--- src/rtl/mouse_pkg.sv ---
// Shared PS/2 mouse definitions: master state encoding, command/response bytes,
// receiver error codes and small state-classification helpers.
package mouse_pkg;

    typedef enum logic [3:0] {
        S_INIT          = 4'd0,
        S_SEND_RST      = 4'd1,
        S_WAIT_SENT_RST = 4'd2,
        S_ACK_RST       = 4'd3,
        S_SELFTEST      = 4'd4,
        S_ID            = 4'd5,
        S_SEND_EN       = 4'd6,
        S_WAIT_SENT_EN  = 4'd7,
        S_ACK_EN        = 4'd8,
        S_STATUS        = 4'd9,
        S_DX            = 4'd10,
        S_DY            = 4'd11,
        S_INTR          = 4'd12
    } state_t;

    localparam logic [7:0] CMD_RESET     = 8'hFF;
    localparam logic [7:0] CMD_EN_STREAM = 8'hF4;

    localparam logic [7:0] RSP_ACK      = 8'hFA;
    localparam logic [7:0] RSP_SELFTEST = 8'hAA;
    localparam logic [7:0] RSP_ID       = 8'h00;

    localparam logic [1:0] ERR_NONE   = 2'b00;
    localparam logic [1:0] ERR_PARITY = 2'b01;
    localparam logic [1:0] ERR_FRAME  = 2'b10;

    // Bit 3 of a movement status byte is always set; used to find packet boundaries.
    localparam int STATUS_SYNC_BIT = 3;

    function automatic logic is_read_state(input state_t s);
        return s inside {S_ACK_RST, S_SELFTEST, S_ID, S_ACK_EN, S_STATUS, S_DX, S_DY};
    endfunction

    function automatic logic [7:0] expected_rsp(input state_t s);
        case (s)
            S_ACK_RST, S_ACK_EN: return RSP_ACK;
            S_SELFTEST:          return RSP_SELFTEST;
            default:             return RSP_ID;
        endcase
    endfunction

endpackage

--- src/rtl/mouse_timeout_ctr.sv ---
// Saturating cycle counter with synchronous clear; expired is high once the
// count has reached the supplied limit and stays high until cleared.
module mouse_timeout_ctr #(
    parameter int WIDTH = 26
) (
    input  logic             CLK,
    input  logic             RESET,
    input  logic             clear,
    input  logic [WIDTH-1:0] limit,
    output logic             expired
);

    logic [WIDTH-1:0] count;

    // NOTE: sequential state is assigned with <= so every register samples pre-edge values.
    always_ff @(posedge CLK or posedge RESET) begin
        if (RESET) begin
            count <= '0;
        end else if (clear) begin
            count <= '0;
        end else if (count < limit) begin
            count <= count + 1'b1;
        end
    end

    assign expired = (count >= limit);

endmodule

--- src/rtl/mouse_master_sm.sv ---
// PS/2 mouse master: power-up handshake (reset, self-test, ID, enable streaming)
// followed by 3-byte movement packet assembly with a one-cycle interrupt per packet.
module mouse_master_sm
    import mouse_pkg::*;
#(
    parameter int INIT_WAIT_CYCLES = 5000,
    parameter int TIMEOUT_CYCLES   = 50_000_000
) (
    input  logic       CLK,
    input  logic       RESET,
    output logic       SEND_BYTE,
    output logic [7:0] BYTE_TO_SEND,
    input  logic       BYTE_SENT,
    output logic       READ_ENABLE,
    input  logic [7:0] BYTE_READ,
    input  logic [1:0] BYTE_ERROR_CODE,
    input  logic       BYTE_READY,
    output logic [7:0] MOUSE_STATUS,
    output logic [7:0] MOUSE_DX,
    output logic [7:0] MOUSE_DY,
    output logic       SEND_INTERRUPT,
    output logic [3:0] MASTER_STATE
);

    localparam int MAX_LIMIT = (INIT_WAIT_CYCLES > TIMEOUT_CYCLES) ? INIT_WAIT_CYCLES
                                                                    : TIMEOUT_CYCLES;
    localparam int CNT_W     = $clog2(MAX_LIMIT + 1);

    state_t           state;
    state_t           next_state;
    logic [CNT_W-1:0] limit;
    logic             expired;
    logic             state_change;
    logic             rx_ok;
    logic             rsp_ok;

    logic             send_byte_d;
    logic [7:0]       byte_to_send_d;
    logic             read_enable_d;
    logic             send_interrupt_d;
    logic             capture_status;
    logic             capture_dx;
    logic             publish_packet;

    logic [7:0]       status_hold;
    logic [7:0]       dx_hold;

    // One counter serves both the power-up wait and the per-state timeout.
    assign limit        = (state == S_INIT) ? CNT_W'(INIT_WAIT_CYCLES) : CNT_W'(TIMEOUT_CYCLES);
    assign state_change = (next_state != state);
    assign rx_ok        = BYTE_READY && (BYTE_ERROR_CODE == ERR_NONE);
    assign rsp_ok       = rx_ok && (BYTE_READ == expected_rsp(state));

    mouse_timeout_ctr #(
        .WIDTH (CNT_W)
    ) u_timeout_ctr (
        .CLK     (CLK),
        .RESET   (RESET),
        .clear   (state_change),
        .limit   (limit),
        .expired (expired)
    );

    always_ff @(posedge CLK or posedge RESET) begin
        if (RESET) begin
            state <= S_INIT;
        end else begin
            state <= next_state;
        end
    end

    // BYTE_READY is tested ahead of expired so a byte arriving on the last cycle still counts.
    always_comb begin
        // NOTE: every comb output gets a default first so no latch is inferred.
        next_state = state;
        case (state)
            S_INIT: begin
                if (expired) next_state = S_SEND_RST;
            end
            S_SEND_RST: next_state = S_WAIT_SENT_RST;
            S_WAIT_SENT_RST: begin
                if (BYTE_SENT)    next_state = S_ACK_RST;
                else if (expired) next_state = S_INIT;
            end
            S_ACK_RST: begin
                if (BYTE_READY)   next_state = rsp_ok ? S_SELFTEST : S_INIT;
                else if (expired) next_state = S_INIT;
            end
            S_SELFTEST: begin
                if (BYTE_READY)   next_state = rsp_ok ? S_ID : S_INIT;
                else if (expired) next_state = S_INIT;
            end
            S_ID: begin
                if (BYTE_READY)   next_state = rsp_ok ? S_SEND_EN : S_INIT;
                else if (expired) next_state = S_INIT;
            end
            S_SEND_EN: next_state = S_WAIT_SENT_EN;
            S_WAIT_SENT_EN: begin
                if (BYTE_SENT)    next_state = S_ACK_EN;
                else if (expired) next_state = S_INIT;
            end
            S_ACK_EN: begin
                if (BYTE_READY)   next_state = rsp_ok ? S_STATUS : S_INIT;
                else if (expired) next_state = S_INIT;
            end
            S_STATUS: begin
                if (rx_ok && BYTE_READ[STATUS_SYNC_BIT]) next_state = S_DX;
            end
            S_DX: begin
                if (BYTE_READY)   next_state = rx_ok ? S_DY : S_STATUS;
                else if (expired) next_state = S_STATUS;
            end
            S_DY: begin
                if (BYTE_READY)   next_state = rx_ok ? S_INTR : S_STATUS;
                else if (expired) next_state = S_STATUS;
            end
            S_INTR:  next_state = S_STATUS;
            default: next_state = S_INIT;
        endcase
    end

    // Outputs are decoded from next_state and registered, so they line up with MASTER_STATE.
    always_comb begin
        send_byte_d      = (next_state == S_SEND_RST) || (next_state == S_SEND_EN);
        byte_to_send_d   = BYTE_TO_SEND;
        read_enable_d    = is_read_state(next_state);
        send_interrupt_d = (next_state == S_INTR);
        capture_status   = (state == S_STATUS) && (next_state == S_DX);
        capture_dx       = (state == S_DX)     && (next_state == S_DY);
        publish_packet   = (state == S_DY)     && (next_state == S_INTR);
        if (next_state == S_SEND_RST)     byte_to_send_d = CMD_RESET;
        else if (next_state == S_SEND_EN) byte_to_send_d = CMD_EN_STREAM;
    end

    always_ff @(posedge CLK or posedge RESET) begin
        if (RESET) begin
            SEND_BYTE      <= 1'b0;
            BYTE_TO_SEND   <= 8'h00;
            READ_ENABLE    <= 1'b0;
            SEND_INTERRUPT <= 1'b0;
            MOUSE_STATUS   <= 8'h00;
            MOUSE_DX       <= 8'h00;
            MOUSE_DY       <= 8'h00;
            status_hold    <= 8'h00;
            dx_hold        <= 8'h00;
        end else begin
            SEND_BYTE      <= send_byte_d;
            BYTE_TO_SEND   <= byte_to_send_d;
            READ_ENABLE    <= read_enable_d;
            SEND_INTERRUPT <= send_interrupt_d;
            if (capture_status) status_hold <= BYTE_READ;
            if (capture_dx)     dx_hold     <= BYTE_READ;
            // Partial packets live only in the hold registers until DY completes them.
            if (publish_packet) begin
                MOUSE_STATUS <= status_hold;
                MOUSE_DX     <= dx_hold;
                MOUSE_DY     <= BYTE_READ;
            end
        end
    end

    assign MASTER_STATE = state;

endmodule
--- config.mk ---
export PLATFORM = sky130hd
export DESIGN_NAME = mouse_master_sm
export DESIGN_NICKNAME = d
export VERILOG_FILES = /design/src/rtl/mouse_pkg.sv /design/src/rtl/mouse_timeout_ctr.sv /design/src/rtl/mouse_master_sm.sv
export SDC_FILE = /design/constraint.sdc
export NUM_CORES = 1
export LEC_CHECK = 0
export CORE_MARGIN = 2
export CORE_UTILIZATION = 60
export DETAILED_ROUTE_END_ITERATION = 6
export PLACE_DENSITY = 0.87
export SYNTH_ARGS = -nofsm -noshare
export SYNTH_HDL_FRONTEND = slang
export SYNTH_SLANG_ARGS = --single-unit
--- constraint.sdc ---
create_clock -name CLK -period 5.4 [get_ports CLK]
set_input_delay 0.81 -clock CLK [delete_from_list [all_inputs] [get_ports CLK]]
set_output_delay 0.81 -clock CLK [all_outputs]
set_load 0.05 [all_outputs]
==> results.tsv <==
stage	metric	value	unit
global_routing	largest net degree at the start of global routing	76	
worst_setup_path	Crit path max-delay family	compound AO/OA/AOI/OAI gates	
sta	Setup-failing EPs final	0	
layout	layout cells sized above 1	0.1510	
layout	Syn-to-layout area delta	17.54	%
worst_hold_path	hold path start	status_hold[3]	
synth	synthesized area per cell	9.942	um^2
layout	Finished Cell Area	4780	um^2
worst_hold_path	Hold EP	status_hold[3]	
worst_setup_path	Worst Path Buf+Inv	2	
synth	Yosys top cell by area	dfrtp_1	
sta	final slew viol count	0	
synth	Simple-Gate Fraction of Synth Area	0.2191	
sta	hold slack final	464.6	ps
detailed_routing	via count	3257	
clock_network	Max clock buf depth	2	
worst_setup_path	Critical-path top delay cell	dfrtp_1	
sta	RSZ-0062 raised after global routing	no	
worst_setup_path	Arr. time, crit path	4350	ps
synth	multiplexer area fraction after synthesis	0.09077	
detailed_routing	WL final	9374	um
worst_setup_path	R2R depth	12	
run	maximum capacitance violations	0	
layout	fillers	495	
placement	DP HPWL	6514	um
power_and_ir_drop	P per Cell Area	290.5	nW/um^2
sta	crit path time final	4077	ps
clock_network	htree depth	3	
synth	synthesized area	4066	um^2
synth	top_reg_cell synth	dfrtp_1	
power_and_ir_drop	Max rail drop VDD	144.5	uV
detailed_routing	residual DRC count	0	
worst_setup_path	reg-to-reg endpoint	u_timeout_ctr.count[3]	
global_routing	vias in the first global route	3175	
synth	Seq/Total Area, Yosys	0.4615	
clock_network	CTS Buf Count	9	
synth	synth unique cells	63	
worst_setup_path	Crit Path Max Fanout	26	
sta	Worst Tran Pin Value	1034	ps
sta	period utilization	0.7549	
clock_network	Post-CTS Resized	0	
synth	compound-cell area share of the yosys netlist	0.1151	
sta	Peak Freq	245.3	MHz
clock_network	worst skew pair latency	380	ps
floorplan	I/O pins	53	
clock_network	Worst-path clk slew	90	ps
status	outcome	completed	
floorplan	effective utilization at floorplan	0.6086	
worst_setup_path	WP data required	5680	ps
clock_network	clk sinks	75	
worst_setup_path	reg2reg start	MASTER_STATE[1]	
synth	top post-synthesis cells by area	dfrtp_1, mux2_2, nor3_1, nand2_1, xnor2_1	
detailed_routing	Routed Antenna Nets	0	
layout	fin nets	470	
synth	Synth Area in XOR/XNOR	0.05385	
synth	synthesized flop and latch total	75	
floorplan	Die W	86.33	um
worst_setup_path	Startpoint Class	flop	
layout	ant diodes	0	
worst_setup_path	crit end category	flop	
synth	FFs w/ async S/R, synth	1.000	
worst_hold_path	hold path cells	1	
worst_setup_path	crit-path cells	nor4_4 -> inv_2 -> ha_1 -> a21oi_1 -> a211o_1 -> a211o_1 -> a2111oi_1 -> o21ai_0 -> a21oi_1 -> a41oi_2 -> buf_4 -> nor3_1	
floorplan	die footprint	7452	um^2
clock_network	Root Driver	clkbuf_8	
placement	Area after DPL	4588	um^2
sta	Max Clock Skew	15.44	ps
synth	YS warnings	0	
detailed_routing	wire per inst	17.46	um
global_routing	GRT Overall Usage	0.2683	
clock_network	CTS Hold Bufs	0	
placement	pre-CTS WS	1370	ps
synth	largest family of logic cells by synthesized area	simple AND/OR/NAND/NOR gates	
global_routing	first-pass GRT wire length	15530	um
sta	Fin Setup TNS	0	ps
global_routing	GRT overflow	0	
placement	Port Buffers	52	
detailed_routing	drt first pass iters	4	
sta	post-route setup slack	1323	ps
synth	Synth top area share	0.4615	
placement	GPL Wtd Cong	0.8548	
global_routing	antenna violations before repair	0	
floorplan	Core Area	6681	um^2
power_and_ir_drop	leak pwr	2.136	nW
detailed_routing	initial DRC count	258	
floorplan	DIE HEIGHT	86.33	um
synth	post-synthesis instance total	409	
worst_setup_path	Setup CP Type	reg -> reg	
synth	Mapped Nets	427	
synth	EDFF count, synth	0	
synth	Synth Area in Adders	0.01231	
worst_setup_path	critical path's largest stage delay	670	ps
detailed_routing	vias per std cell	6.065	
worst_hold_path	worst hold path class	reg -> reg	
clock_network	TritonCTS clock tree	yes	
power_and_ir_drop	total power	1.389	mW
floorplan	row cnt	30	
sta	Final Hold Viols	0	
worst_setup_path	R2R setup slack	1320	ps
sta	Rel. slew slack	0.3055	
clock_network	Post-CTS Setup Bufs	0	
## cells in the final DEF, fill, tap and decap left out, types with 4 or more instances in the layout
cell	instances
clkdlybuf4s50_1	52
clkbuf_8	9
a31oi_1	5
xnor2_1	16
nor2_1	26
inv_1	8
ha_1	4
nor3_1	35
mux2_2	31
nor4_1	7
and4_1	4
buf_4	7
xor2_1	9
nor2b_1	5
nand2_1	46
nand3_1	10
or2_2	5
a21oi_1	15
o21ai_0	12
dfrtp_1	75
nand2b_1	5
## sequential cells by signal, summed over array words and instances (netlist names)
register / count
u_timeout_ctr.count: 26
MOUSE_DY: 8
MOUSE_DX: 8
READ_ENABLE: 1
SEND_INTERRUPT: 1
BYTE_TO_SEND: 2
dx_hold: 8
MASTER_STATE: 4
MOUSE_STATUS: 8
status_hold: 8
SEND_BYTE: 1
## kinds of logic (layout without fill, tap and decap cells)
family          after synthesis  after routing
mux                          33             33
xor+xnor                     25             25
simple gates                170            170
fa+ha+maj                     4              4
flops                        75             75
compound gates               64             64
buf+inv                      38             86
## metrics by stage
stage / cells / util
2_1_floorplan: 409 / -
3_3_place_gp: 521 / 0.6867
3_5_place_dp: 521 / 0.6867
4_1_cts: 537 / 0.7154
5_1_grt: 537 / 0.7154
6_report: 537 / 0.7154
## Yosys cell counts, types with 6 or more instances
library cell	n
dfrtp_1	75
nand2_1	46
nor3_1	35
mux2_2	31
nor2_1	26
xnor2_1	16
a21oi_1	15
clkbuf_1	12
o21ai_0	12
nand3_1	10
inv_1	9
xor2_1	9
nor4_1	7
buf_4	6
## cell type report
cell class	count	area, um^2	area share
multi-input combinational	296	1997	0.4178
sequential	75	1877	0.3927
timing repair buffer	59	573.1	0.1199
clock buffer	9	123.9	0.02592
tap	80	100.1	0.02094
clock inverter	7	67.56	0.01414
inverter	11	41.29	0.008639
## where the power goes
part / internal (mW) / switching, mW / total, mW / leakage [nW]
logic: 0.114 / 0.203 / 0.316 / 1.01
clock network: 0.180 / 0.245 / 0.426 / 0.0962
registers: 0.608 / 0.0385 / 0.647 / 1.03
total: 0.902 / 0.486 / 1.39 / 2.14
## per-layer routing
metal / global-route usage / vias to the layer above / wire [um]
met4: 0.1122 / 0 / 165
li1: - / 1556 / -
met1: 0.3451 / 1581 / 3912
met3: 0.05524 / 16 / 504
met5: 0 / - / 0
met2: 0.4434 / 104 / 4792
## worst max path at each step
stage / from / endpoint / slack, ps / cells after the start
finish: MASTER_STATE[1] / u_timeout_ctr.count[3] / 1320 / 12
global route: MASTER_STATE[1] / u_timeout_ctr.count[16] / 1070 / 12
CTS: MASTER_STATE[1] / u_timeout_ctr.count[3] / 1370 / 12
detailed placement: MASTER_STATE[1] / u_timeout_ctr.count[21] / 1370 / 12
global placement: BYTE_READ[3] / u_timeout_ctr.count[4] / 1590 / 10
floorplan: MASTER_STATE[3] / u_timeout_ctr.count[10] / 1620 / 13
Power figures use the tool's default switching activity.
==> RTL change: new RTL, same settings <==
Set the parameter `INIT_WAIT_CYCLES` to 1250 (it was 5000).
--- a/src/rtl/mouse_master_sm.sv
+++ b/src/rtl/mouse_master_sm.sv
@@ -5,3 +5,3 @@
 #(
-    parameter int INIT_WAIT_CYCLES = 5000,
+    parameter int INIT_WAIT_CYCLES = 1250,
     parameter int TIMEOUT_CYCLES   = 50_000_000
Formal check against the unedited RTL: no difference found for any inputs over 10 cycles, from zero or initial values and one cycle with RESET high; that may be too few to reach the edited logic, so the function may still have changed.
==> RTL change against the unedited design <==
  * Wire length shrank 1.2%
  * Cell count grew 5.4%
  * Area after synthesis shrank 0.77%
  * Sequential cell count is the same
  * Cell area shrank 1.5%
  * Setup slack lost 0.063 ns
  * Highest routed layer unchanged
Power is not compared: it rests on default switching activity, and its combinational part moved more than twofold at a synthesized area within 25%.
==> RTL change: results <==
metrics = {
    "run_status": {
        "run_status": "completed",
    },
    "cells_and_area": {
        "drive_gt1_share_pct": 9.82,
        "fin_cells": 566,
        "largest_reg_flops": 26,
        "nets": 502,
    },
    "global_route": {
        "track_usage_pct": 26.5,
        "grt_pass1_vias": 3240,
        "grt_max_degree": 39,
        "grt_pass1_wl_um": 15500,
    },
    "yosys": {
        "yosysSeqAreaShare_pct": 46.5,
        "ys_top_cells_by_area": "dfrtp_1 47%, nand2_1 8.7%, nor3_1 4.5%, mux2_2 4.5%, xnor2_1 4.1%",
        "synth_area_per_cell_um2": 9.11,
        "synth_cell_type_count": 55,
        "yosysWarnings": 0,
        "synthFlopType": "dfrtp_1",
        "synth_common_cells": "94 x nand2_1, 75 x dfrtp_1, 36 x nor3_1, 29 x nor2_1, 19 x xnor2_1",
        "syn_nets": 461,
    },
    "placement": {
        "dpl.hpwl_um": 6410,
        "gp_congestion": 0.990,
        "dpl.cell_count": 550,
        "portBuffers": 52,
    },
    "cts": {
        "clock_latency_ns": 0.36,
        "clkSlewWorstSetupHoldPaths_ns": 0.07,
        "cts_setup_buffers": 0,
        "cts_max_path_buffers": 2,
    },
    "critical_path": {
        "cpPeakStageDelay_ns": 0.97,
        "crit_path_start": "MASTER_STATE[0]",
        "critical_path.slowest_cell": "or4_1",
        "path_delay_family": "simple AND/OR/NAND/NOR gates",
        "r2r_start": "MASTER_STATE[0]",
    },
    "timing": {
        "worst_slew_pin_slew_ns": 0.915,
        "finClkSkew_ns": 0.00788,
        "timing.fmax_mhz": 242,
    },
    "worst_hold_path": {
        "worst_hold_startpoint": "dx_hold[2]",
    },
    "drt": {
        "route.vias.total": 3443,
        "drt_iter0_drc": 364,
        "wire_per_inst_um": 16.4,
        "drtPass1Iterations": 5,
    },
}
## RTL change: cell types whose count changed after synthesis, moves of 4 or more
cell      before  now
nand2_1       46   94
inv_1          9   14
clkbuf_1      12    8
mux2_2        31   16
## RTL change: cell families after synthesis
kind of cell	share of synthesized area (%)
simple gates	26.1
mux	5.46
flops	46.5
fa+ha+maj	1.24
compound gates	9.64
xor+xnor	5.64
buf+inv	5.36
## RTL change: cell type report
type / instances / area [um^2]
multi-input combinational: 326 / 1940
sequential: 75 / 1880
fill: 449 / 1710
timing repair buffer: 57 / 558
clock buffer: 12 / 155
tap: 77 / 96.3
inverter: 15 / 56.3
clock inverter: 4 / 25.0
## RTL change: power by group through the flow
stage / clock, W / combinational (W) / sequential, W
finish: 0.000393 / 0.000943 / 0.000753
detailed placement: 0 / 0.000935 / 0.000764
global placement: 0 / 0.000915 / 0.000756
CTS: 0.000399 / 0.000942 / 0.000752
global route: 0.000421 / 0.00101 / 0.000766
floorplan: 0 / 0.000477 / 0.000978
## RTL change: final timing paths
kind	end	slack [ns]	cells past startpoint
setup / recovery	u_timeout_ctr.count[24]	1.26	11
min in group asynchronous	u_timeout_ctr.count[3]	0.92	2
setup reg to reg	u_timeout_ctr.count[24]	1.26	11
max in group asynchronous	MOUSE_STATUS[0]	3.52	3
hold / removal	MOUSE_DX[2]	0.46	2
hold reg to reg	MOUSE_DX[2]	0.46	2
## RTL change: per-layer routing
metal,up-vias,track usage (%),routed length [um]
li1,1610,-,-
met1,1673,36.4,3950
met2,138,41.8,4550
met3,22,5.49,540
met4,0,9.38,222
met5,-,0,0
## RTL change: worst register-to-register path: stages, from the launching register on
cell,delay (ns)
dfrtp_1,0.57
nor4_4,0.59
inv_2,0.22
ha_1,0.34
a21oi_1,0.14
o32ai_1,0.10
o22ai_1,0.20
a21oi_1,0.12
o31ai_1,0.33
a21oi_1,0.10
or4_1,0.97
nor3_1,0.35
## RTL change: per-stage QoR
stage | instance area, um^2 | setup WS, ns | hold WS, ns
final | 4710 | 1.26 | 0.464
after detailed placement | 4530 | 1.23 | 0.450
after floorplan | 4040 | 1.85 | 0.430
after global routing | 4710 | 0.974 | 0.485
after global placement | 4530 | 1.34 | 0.442
after CTS | 4710 | 1.26 | 0.469
